<file path="src/rtl/pipe_seq_ctrl.sv">
// pipe_seq_ctrl: per-stage enable/flush sequencer for the N-stage MIPS pipeline.
// Tracks a valid bit and a halt token per stage. Provides run, single-step,
// drain-on-halt and stall/flush arbitration.
// Optional feature macro: PIPE_PERF_CNT_EN adds the cycle and retired counters.
// When it is undefined, both counter outputs are tied to zero.
module pipe_seq_ctrl #(
    parameter int unsigned N_STAGES    = 5,
    parameter int unsigned STALL_STAGE = 1,
    parameter int unsigned FLUSH_DEPTH = 1,
    parameter int unsigned HALT_STAGE  = 1,
    parameter int unsigned NB_CNT      = 32
) (
    input  logic                i_clock,
    input  logic                i_reset,
    input  logic                i_run,
    input  logic                i_debug,
    input  logic                i_step,
    input  logic                i_stall_req,
    input  logic                i_flush_req,
    input  logic                i_halt_seen,
    output logic [N_STAGES-1:0] o_stage_en,
    output logic [N_STAGES-1:0] o_stage_flush,
    output logic [N_STAGES-1:0] o_valid,
    output logic                o_halted,
    output logic                o_busy,
    output logic [NB_CNT-1:0]   o_cycle_cnt,
    output logic [NB_CNT-1:0]   o_retired_cnt
);

    typedef enum logic [2:0] {
        ST_IDLE   = 3'd0,
        ST_RUN    = 3'd1,
        ST_STEP   = 3'd2,
        ST_DRAIN  = 3'd3,
        ST_HALTED = 3'd4
    } state_t;

    state_t              state;
    state_t              state_nx;
    logic [N_STAGES-1:0] valid_q;
    logic [N_STAGES-1:0] halt_q;
    logic [N_STAGES-1:0] valid_nx;
    logic [N_STAGES-1:0] halt_nx;
    logic                advance;
    logic                stall;
    logic                flush;
    logic                halt_acc;
    logic                fill;

    // Classify the current cycle. Gating with reset keeps the strobes quiet during reset.
    always_comb begin
        advance  = i_reset && (state == ST_RUN || state == ST_STEP || state == ST_DRAIN);
        stall    = advance && i_stall_req;
        flush    = advance && i_flush_req && !i_stall_req;
        halt_acc = advance && i_halt_seen && !i_stall_req
                   && (state == ST_RUN || state == ST_STEP);
        // Nothing younger than an accepted halt is allowed in; DRAIN fetches bubbles.
        fill     = (state != ST_DRAIN) && !halt_acc;
    end

    // Per-stage strobes and next valid / halt-token vectors.
    always_comb begin
        o_stage_en    = '0;
        o_stage_flush = '0;
        valid_nx      = valid_q;
        halt_nx       = halt_q;
        if (advance) begin
            o_stage_en = '1;
            valid_nx   = {valid_q[N_STAGES-2:0], fill};
            halt_nx    = {halt_q[N_STAGES-2:0], 1'b0};
            if (stall) begin
                // Freeze the young side and push a bubble just past it.
                for (int unsigned k = 0; k <= STALL_STAGE; k++) begin
                    o_stage_en[k] = 1'b0;
                    valid_nx[k]   = valid_q[k];
                    halt_nx[k]    = halt_q[k];
                end
                o_stage_flush[STALL_STAGE+1] = 1'b1;
                valid_nx[STALL_STAGE+1]      = 1'b0;
                halt_nx[STALL_STAGE+1]       = 1'b0;
            end else begin
                if (flush) begin
                    for (int unsigned k = 1; k <= FLUSH_DEPTH; k++) begin
                        o_stage_flush[k] = 1'b1;
                        valid_nx[k]      = 1'b0;
                    end
                end
                if (halt_acc) begin
                    // Squash everything younger than the halt and launch its token.
                    for (int unsigned k = 1; k <= HALT_STAGE; k++) begin
                        o_stage_flush[k] = 1'b1;
                        valid_nx[k]      = 1'b0;
                    end
                    halt_nx[HALT_STAGE+1] = 1'b1;
                end
            end
        end
    end

    // Next-state selection.
    always_comb begin
        state_nx = state;
        case (state)
            ST_IDLE: begin
                if (i_run && !i_debug) begin
                    state_nx = ST_RUN;
                end else if (i_debug && i_step) begin
                    state_nx = ST_STEP;
                end
            end
            ST_RUN: begin
                if (halt_acc) begin
                    state_nx = ST_DRAIN;
                end else if (i_debug) begin
                    state_nx = ST_IDLE;
                end
            end
            ST_STEP:   state_nx = halt_acc ? ST_DRAIN : ST_IDLE;
            ST_DRAIN:  if (halt_q[N_STAGES-1]) state_nx = ST_HALTED;
            ST_HALTED: state_nx = ST_HALTED;
            default:   state_nx = ST_IDLE;
        endcase
    end

    // State, valid/halt vectors and status flags.
    always_ff @(posedge i_clock) begin
        if (!i_reset) begin
            state    <= ST_IDLE;
            valid_q  <= '0;
            halt_q   <= '0;
            o_halted <= 1'b0;
            o_busy   <= 1'b0;
        end else begin
            state    <= state_nx;
            valid_q  <= valid_nx;
            halt_q   <= halt_nx;
            o_halted <= (state_nx == ST_HALTED);
            o_busy   <= (state_nx == ST_RUN) || (state_nx == ST_STEP) || (state_nx == ST_DRAIN);
        end
    end

    assign o_valid = valid_q;

`ifdef PIPE_PERF_CNT_EN
    logic [NB_CNT-1:0] cycle_cnt_q;
    logic [NB_CNT-1:0] retired_cnt_q;

    // Saturating performance counters.
    always_ff @(posedge i_clock) begin
        if (!i_reset) begin
            cycle_cnt_q   <= '0;
            retired_cnt_q <= '0;
        end else begin
            if (advance && (cycle_cnt_q != {NB_CNT{1'b1}})) begin
                cycle_cnt_q <= cycle_cnt_q + NB_CNT'(1);
            end
            if (advance && valid_q[N_STAGES-1] && (retired_cnt_q != {NB_CNT{1'b1}})) begin
                retired_cnt_q <= retired_cnt_q + NB_CNT'(1);
            end
        end
    end

    assign o_cycle_cnt   = cycle_cnt_q;
    assign o_retired_cnt = retired_cnt_q;
`else
    assign o_cycle_cnt   = '0;
    assign o_retired_cnt = '0;
`endif

endmodule
</file>
<file path="config.mk">
export PLATFORM = sky130hd
export DESIGN_NAME = pipe_seq_ctrl
export DESIGN_NICKNAME = d
export VERILOG_FILES = /design/src/rtl/pipe_seq_ctrl.sv
export SDC_FILE = /design/constraint.sdc
export NUM_CORES = 1
export LEC_CHECK = 0
export ABC_CLOCK_PERIOD_IN_PS = 6500
export CAP_MARGIN = 20
export CORE_AREA = 5 5 74 76
export CTS_BUF_LIST = sky130_fd_sc_hd__clkbuf_8
export CTS_CLUSTER_SIZE = 12
export DETAILED_ROUTE_END_ITERATION = 6
export DIE_AREA = 0 0 79 81
export GPL_TIMING_DRIVEN = 1
export HOLD_SLACK_MARGIN = 0.05
export PLACE_DENSITY = 0.64
export SYNTH_ARGS = -nofsm -noshare
export SYNTH_HDL_FRONTEND = slang
export SYNTH_SLANG_ARGS = --single-unit
</file>
<file path="constraint.sdc">
create_clock -name i_clock -period 6.5 [get_ports i_clock]
set_clock_uncertainty 0.2 [all_clocks]
set_input_delay 1.95 -clock i_clock [delete_from_list [all_inputs] [get_ports i_clock]]
set_output_delay 1.95 -clock i_clock [all_outputs]
set_load 0.01 [all_outputs]
</file>
==> results of run 1 <==
## sequential cells by signal, summed over array words and instances (netlist names)
signal	flops
o_valid	5
halt_q	3
state	3
o_busy	1
o_halted	1
## through the flow
stage / std cells / util [%] / power, mW / instance area, µm²
after CTS: 208 / 24.30 / 0.2002 / 1132
after global routing: 208 / 24.30 / 0.2110 / 1132
after global placement: 204 / 23.33 / 0.1270 / 1087
after detailed placement: 204 / 23.33 / 0.1276 / 1087
final: 208 / 24.30 / 0.1986 / 1132
after floorplan: 204 / - / 0.1478 / 1374
## kinds of logic after synthesis
group / count (synthesis) / share of synthesized area (%)
AOI/OAI and AO/OA: 24 / 14.56
xor gates and xnor gates: 1 / 0.7779
buffers and inverters: 83 / 52.78
muxes: 1 / 0.8889
and+or+nand+nor: 15 / 7.556
other: 1 / 0.3330
DFF: 13 / 23.11
## metal layers
metal / part of all wire, % / GRT usage, % / vias to the layer above
li1: - / - / 349
met1: 36 / 6.258 / 332
met2: 48 / 10.27 / 53
met3: 15 / 3.769 / 2
met4: 0.19 / 1.031 / 0
met5: 0 / 0 / -
## cell type report
| type | count | area share (%) |
|---|---|---|
| clock buffers | 3 | 3.646 |
| clock inverters | 1 | 0.3315 |
| inverters | 8 | 2.652 |
| multi-input cells | 108 | 45.86 |
| flip-flops and latches | 13 | 22.98 |
| well taps | 54 | 5.967 |
| repair buffers | 21 | 18.56 |
## cells in the mapped netlist (all sizes together) (2+ instances only)
| cell type | count |
|---|---|
| buf | 75 |
| dfxtp | 13 |
| inv | 8 |
| o21ai | 7 |
| nor2 | 5 |
| o211ai | 4 |
| a21oi | 3 |
| a31oi | 3 |
| nand4 | 3 |
| and2b | 2 |
| nand2b | 2 |
| nor3 | 2 |
## worst reg2reg max path, cell delays in order, from the launching register on
cell	delay, ns
dfxtp_1	0.39
nor2_1	0.56
nor3_1	0.24
o2111a_1	0.30
## cells in the final DEF (no fill, tap or decap), drive strengths merged, types with 3 or more instances in the layout
master,synthesis,final
conb,1,67
clkdlybuf4s50,0,21
dfxtp,13,13
inv,8,9
o21ai,7,7
nor2,5,5
o211ai,4,4
a31oi,3,3
nand4,3,3
a21oi,3,3
clkbuf,0,3
## path summary, 6_finish.rpt
kind                            startpoint               end  slack, ns  cells after the start
worst max register to register    state[1]        o_valid[0]       4.70                      3
worst min register to register  o_valid[2]        o_valid[3]       0.28                      2
worst min-delay path            o_valid[2]        o_valid[3]       0.28                      2
worst max-delay path               i_reset  o_stage_flush[1]       0.45                      5
## power groups by stage
stage	sequential, mW	combinational [mW]	clock [mW]
5_1_grt	0.0842	0.0479	0.0789
6_report	0.0839	0.0432	0.0715
3_5_place_dp	0.0857	0.0419	0
2_1_floorplan	0.0850	0.0628	0
4_1_cts	0.0839	0.0421	0.0742
3_3_place_gp	0.0855	0.0415	0
==> results.sh, run 1 <==
export IMPL_status="completed"
export IMPL_p_leak_nw=0.5220
export IMPL_end_kind="primary output"
export IMPL_vias=736
export IMPL_worst_path_buf_inv=2
export IMPL_clockPowerShare_pct=36.0
export IMPL_synth_cell_types=26
export IMPL_n_antenna_cell=0
export IMPL_rsz0062_at_grt="no"
export IMPL_ys_flop_type="dfxtp_1"
export IMPL_setup_viol=0
export IMPL_start_util_pct=24.16
export IMPL_grt_remaining_overflow=0
export IMPL_numCtsBuffers=3
export IMPL_grt_max_degree=13
export IMPL_seqPwrFrac_pct=42.3
export IMPL_synth_top_area_share_pct=48.67
export IMPL_worst_pin_slew_ns=0.7007
export IMPL_cts_tree="done"
export IMPL_path_clk_slew_ns=0.06
export IMPL_avgViaCountPerCell=3.538
export IMPL_ys_seq_area_share_pct=23.11
export IMPL_synthArstFlopShare_pct=0
export IMPL_num_io_pins=89
export IMPL_die_x_um=79
export IMPL_synth_area_um2=1126
export IMPL_drtIter0Drc=32
export IMPL_coreArea_um2=4661
export IMPL_layout_setup_ws_ns=0.4450
export IMPL_grt_pass1_wl_um=2967
export IMPL_fmax_mhz=165.2
export IMPL_insertion_delay_ns=0.24
export IMPL_crit_slowest_cell="clkdlybuf4s50_1"
export IMPL_drive_above_1_share_pct=2.597
export IMPL_critPathLaunchType="input pin"
export IMPL_ir_worst_vdd_v=0.00007330
export IMPL_power_density_nw_per_um2=175.4
export IMPL_maxCapViolations=0
export IMPL_p_int_uw=136.1
export IMPL_tns_ns=0
export IMPL_io_buffer_count=21
export IMPL_min_period_ns=6.055
export IMPL_pwr_share_comb_pct=21.7
export IMPL_clock_sinks=13
export IMPL_timing_final_crit_share_pct=93.15
export IMPL_dpl_hpwl_um=1763
export IMPL_postCtsSetupRepairBufs=0
export IMPL_die_y_um=81
export IMPL_crit_chain="clkdlybuf4s50_1, and2b_2, o21ai_0, nor3_1, clkdlybuf4s50_1"
export IMPL_crit_arrival_ns=3.90
export IMPL_final_seq_area_um2=260.3
export IMPL_avgSynthCellArea_um2=8.160
export IMPL_ant_nets=0
export IMPL_totalWireLength_um=2133
export IMPL_num_rows=25
export IMPL_cts_resized_gates=0
export IMPL_yosysWarnings=0
export IMPL_yosysTopAreaCell="buf_4"
export IMPL_hold_buffers=0
export IMPL_worstSetupPathType="in -> out"
export IMPL_htree_levels=1
export IMPL_crit_top_cell="clkdlybuf4s50_1"
export IMPL_die_area_um2=6399
export IMPL_hold_ws_ns=0.2801
export IMPL_drc=0
export IMPL_hold_viol=0
export IMPL_cts_root_buf="clkbuf_8"
export IMPL_max_stage_delay_ns=0.64
export IMPL_holdCritPathClass="reg -> reg"
export IMPL_antenna_found_initial=0
export IMPL_dr_pass1_iters=3
export IMPL_multi_input_area_um2=519.2
export IMPL_required_ns=4.35
export IMPL_first_global_vias=595
export IMPL_worstPathMaxFanout=9
export IMPL_syn2layout_area_growth_pct=0.5559
export IMPL_synthCells=138
export IMPL_ys_ff_latch=13
export IMPL_gp_congestion=0.7337
export IMPL_wire_per_inst_um=10.25
export IMPL_cpLargestDelayFamily="buffers and inverters"
export IMPL_layout_nets=163
export IMPL_nFillCells=507
export IMPL_ys_top_cells_by_area="buf_4, dfxtp_1, o21ai_0, inv_1, o211ai_1"
export IMPL_maxSlewViolCount=0
export IMPL_clockBufferDepth=2
export IMPL_slew_headroom_pct=52.79
export IMPL_place_ws_ns=0.4363
export IMPL_track_usage_pct=5.962
export IMPL_synth_edf_count=0
export IMPL_power_switching_uw=62.59
export IMPL_switching_share_pct=31.51
No activity file was read; power rests on OpenSTA's default activity.
==> run 2, diff against run 1 <==
--- a/config.mk
+++ b/config.mk
@@ -7,14 +7,13 @@
 export LEC_CHECK = 0
 export ABC_CLOCK_PERIOD_IN_PS = 6500
 export CAP_MARGIN = 20
-export CORE_AREA = 5 5 74 76
+export CORE_AREA = 5 5 82 69
 export CTS_BUF_LIST = sky130_fd_sc_hd__clkbuf_8
 export CTS_CLUSTER_SIZE = 12
 export DETAILED_ROUTE_END_ITERATION = 6
-export DIE_AREA = 0 0 79 81
-export GPL_TIMING_DRIVEN = 1
+export DIE_AREA = 0 0 87 74
 export HOLD_SLACK_MARGIN = 0.05
-export PLACE_DENSITY = 0.64
+export PLACE_DENSITY = 0.63
 export SYNTH_ARGS = -nofsm -noshare
 export SYNTH_HDL_FRONTEND = slang
 export SYNTH_SLANG_ARGS = --single-unit
==> run 2 against run 1 <==
  * Power shrank 0.24%
  * Critical endpoint unchanged
  * Clock power is essentially flat
  * Count of clock-buffer cells in the layout is the same
==> results.sh, run 2 (same netlist as run 1, synthesis figures left out) <==
export IMPL_setup_viol=0
export IMPL_tns_ns=0
export IMPL_clockPowerShare_pct=36.0
export IMPL_fmax_mhz=166.0
export IMPL_drtIter0Drc=35
export IMPL_ant_nets=0
export IMPL_slew_headroom_pct=56.70
export IMPL_min_period_ns=6.023
export IMPL_cpLargestDelayFamily="buffers and inverters"
export IMPL_worst_path_buf_inv=2
export IMPL_worstPathMaxFanout=9
export IMPL_path_clk_slew_ns=0.06
export IMPL_grt_remaining_overflow=0
export IMPL_p_int_uw=136.1
export IMPL_cts_tree="done"
export IMPL_cts_resized_gates=0
export IMPL_crit_top_cell="clkdlybuf4s50_1"
export IMPL_die_area_um2=6438
export IMPL_rsz0062_at_grt="no"
export IMPL_start_util_pct=23.43
export IMPL_required_ns=4.35
export IMPL_crit_arrival_ns=3.87
export IMPL_track_usage_pct=5.163
export IMPL_p_leak_nw=0.5220
export IMPL_worstSetupPathType="in -> out"
export IMPL_place_area_um2=1097
export IMPL_power_switching_uw=62.07
export IMPL_postCtsSetupRepairBufs=0
export IMPL_max_stage_delay_ns=0.64
export IMPL_die_x_um=87
export IMPL_design_area_um2=1142
export IMPL_timing_final_crit_share_pct=92.67
export IMPL_clock_sinks=13
export IMPL_cts_root_buf="clkbuf_8"
export IMPL_dr_pass1_iters=4
export IMPL_n_antenna_cell=0
export IMPL_end_kind="primary output"
export IMPL_crit_slowest_cell="clkdlybuf4s50_1"
export IMPL_worst_pin_slew_ns=0.6427
export IMPL_pwr_share_comb_pct=21.6
export IMPL_rrSetupSlack_ns=4.80
export IMPL_dpl_hpwl_um=1684
export IMPL_syn2layout_area_growth_pct=1.445
export IMPL_avgViaCountPerCell=3.333
export IMPL_instances_no_fill=216
export IMPL_vias=720
export IMPL_hold_buffers=0
export IMPL_maxSlewViolCount=0
export IMPL_numCtsBuffers=3
export IMPL_place_ws_ns=0.4866
export IMPL_layout_nets=163
export IMPL_crit_chain="clkdlybuf4s50_1, and2b_2, o21ai_0, nor3_1, clkdlybuf4s50_1"
export IMPL_hold_viol=0
export IMPL_holdCritPathClass="reg -> reg"
export IMPL_switching_share_pct=31.32
export IMPL_critPathLaunchType="input pin"
export IMPL_num_io_pins=89
export IMPL_io_buffer_count=21
export IMPL_num_rows=23
export IMPL_htree_levels=1
export IMPL_final_cell_mix="conb_1, clkdlybuf4s50_1, dfxtp_1"
export IMPL_ir_worst_vdd_v=0.00006513
export IMPL_utilization_pct=23.77
export IMPL_seqPwrFrac_pct=42.3
export IMPL_insertion_delay_ns=0.24
export IMPL_drive_above_1_share_pct=2.597
export IMPL_antenna_found_initial=0
export IMPL_maxCapViolations=0
export IMPL_power_density_nw_per_um2=173.5
export IMPL_first_global_vias=612
export IMPL_dp_cells=212
export IMPL_grt_pass1_wl_um=2684
export IMPL_die_y_um=74
export IMPL_status="completed"
export IMPL_wire_per_inst_um=9.153
export IMPL_mostFrequentLayoutCell="conb_1"
export IMPL_gp_congestion=0.8067
export IMPL_drc=0
export IMPL_coreArea_um2=4806
export IMPL_grt_max_degree=13
export IMPL_clockBufferDepth=2
export IMPL_layout_setup_ws_ns=0.4767
export IMPL_largest_reg_flops=5
export IMPL_totalWireLength_um=1977
[run 2: cell counts in the layout (fill, tap and decap cells not counted)]
No cell type changed its count.
[run 2: power by group through the flow]
stage	combinational [mW]	clock [mW]	sequential [mW]
3_3_place_gp	0.0417	0	0.0856
3_5_place_dp	0.0418	0	0.0856
4_1_cts	0.0419	0.0737	0.0839
2_1_floorplan	0.0628	0	0.0850
6_report	0.0429	0.0714	0.0839
5_1_grt	0.0479	0.0773	0.0841
[run 2: metal layers]
metal  GRT usage, %  part of all wire, %
met3          1.883                   13
met5              0                    0
met4          2.076                 0.81
met2          8.677                   51
met1          6.000                   36
[run 2: metrics by stage]
step,hold slack (ns),power (mW)
final,0.2672,0.1982
after global routing,0.3070,0.2093
after CTS,0.2751,0.1995
after detailed placement,0.2694,0.1274
after global placement,0.2668,0.1273
after floorplan,0.2416,0.1478
[run 2: worst paths after layout]
path	from	to	cells after the start
max reg2reg	state[1]	o_valid[0]	3
min	halt_q[2]	halt_q[3]	2
max	i_reset	o_stage_flush[1]	5
min reg2reg	halt_q[2]	halt_q[3]	2
[run 2: area by class of cell]
cell class | count | area, µm²
fillers | 541 | 3664
multi-input cells | 108 | 519.2
flip-flops and latches | 13 | 260.3
repair buffers | 21 | 210.2
well taps | 62 | 77.57
clock buffers | 3 | 41.29
inverters | 8 | 30.03
clock inverters | 1 | 3.754
[run 2: worst register-to-register path, stage by stage (launching register included)]
cell	delay, ns
dfxtp_1	0.38
nor2_1	0.52
nor3_1	0.21
o2111a_1	0.28
==> run 3, diff against run 2 <==
--- a/config.mk
+++ b/config.mk
@@ -6,7 +6,7 @@
 export NUM_CORES = 1
 export LEC_CHECK = 0
 export ABC_CLOCK_PERIOD_IN_PS = 6500
-export CAP_MARGIN = 20
+export CAP_MARGIN = 40
 export CORE_AREA = 5 5 82 69
 export CTS_BUF_LIST = sky130_fd_sc_hd__clkbuf_8
 export CTS_CLUSTER_SIZE = 12
==> results of run 3 <==
Final layout, timing and power as in run 2 (identical DEF).
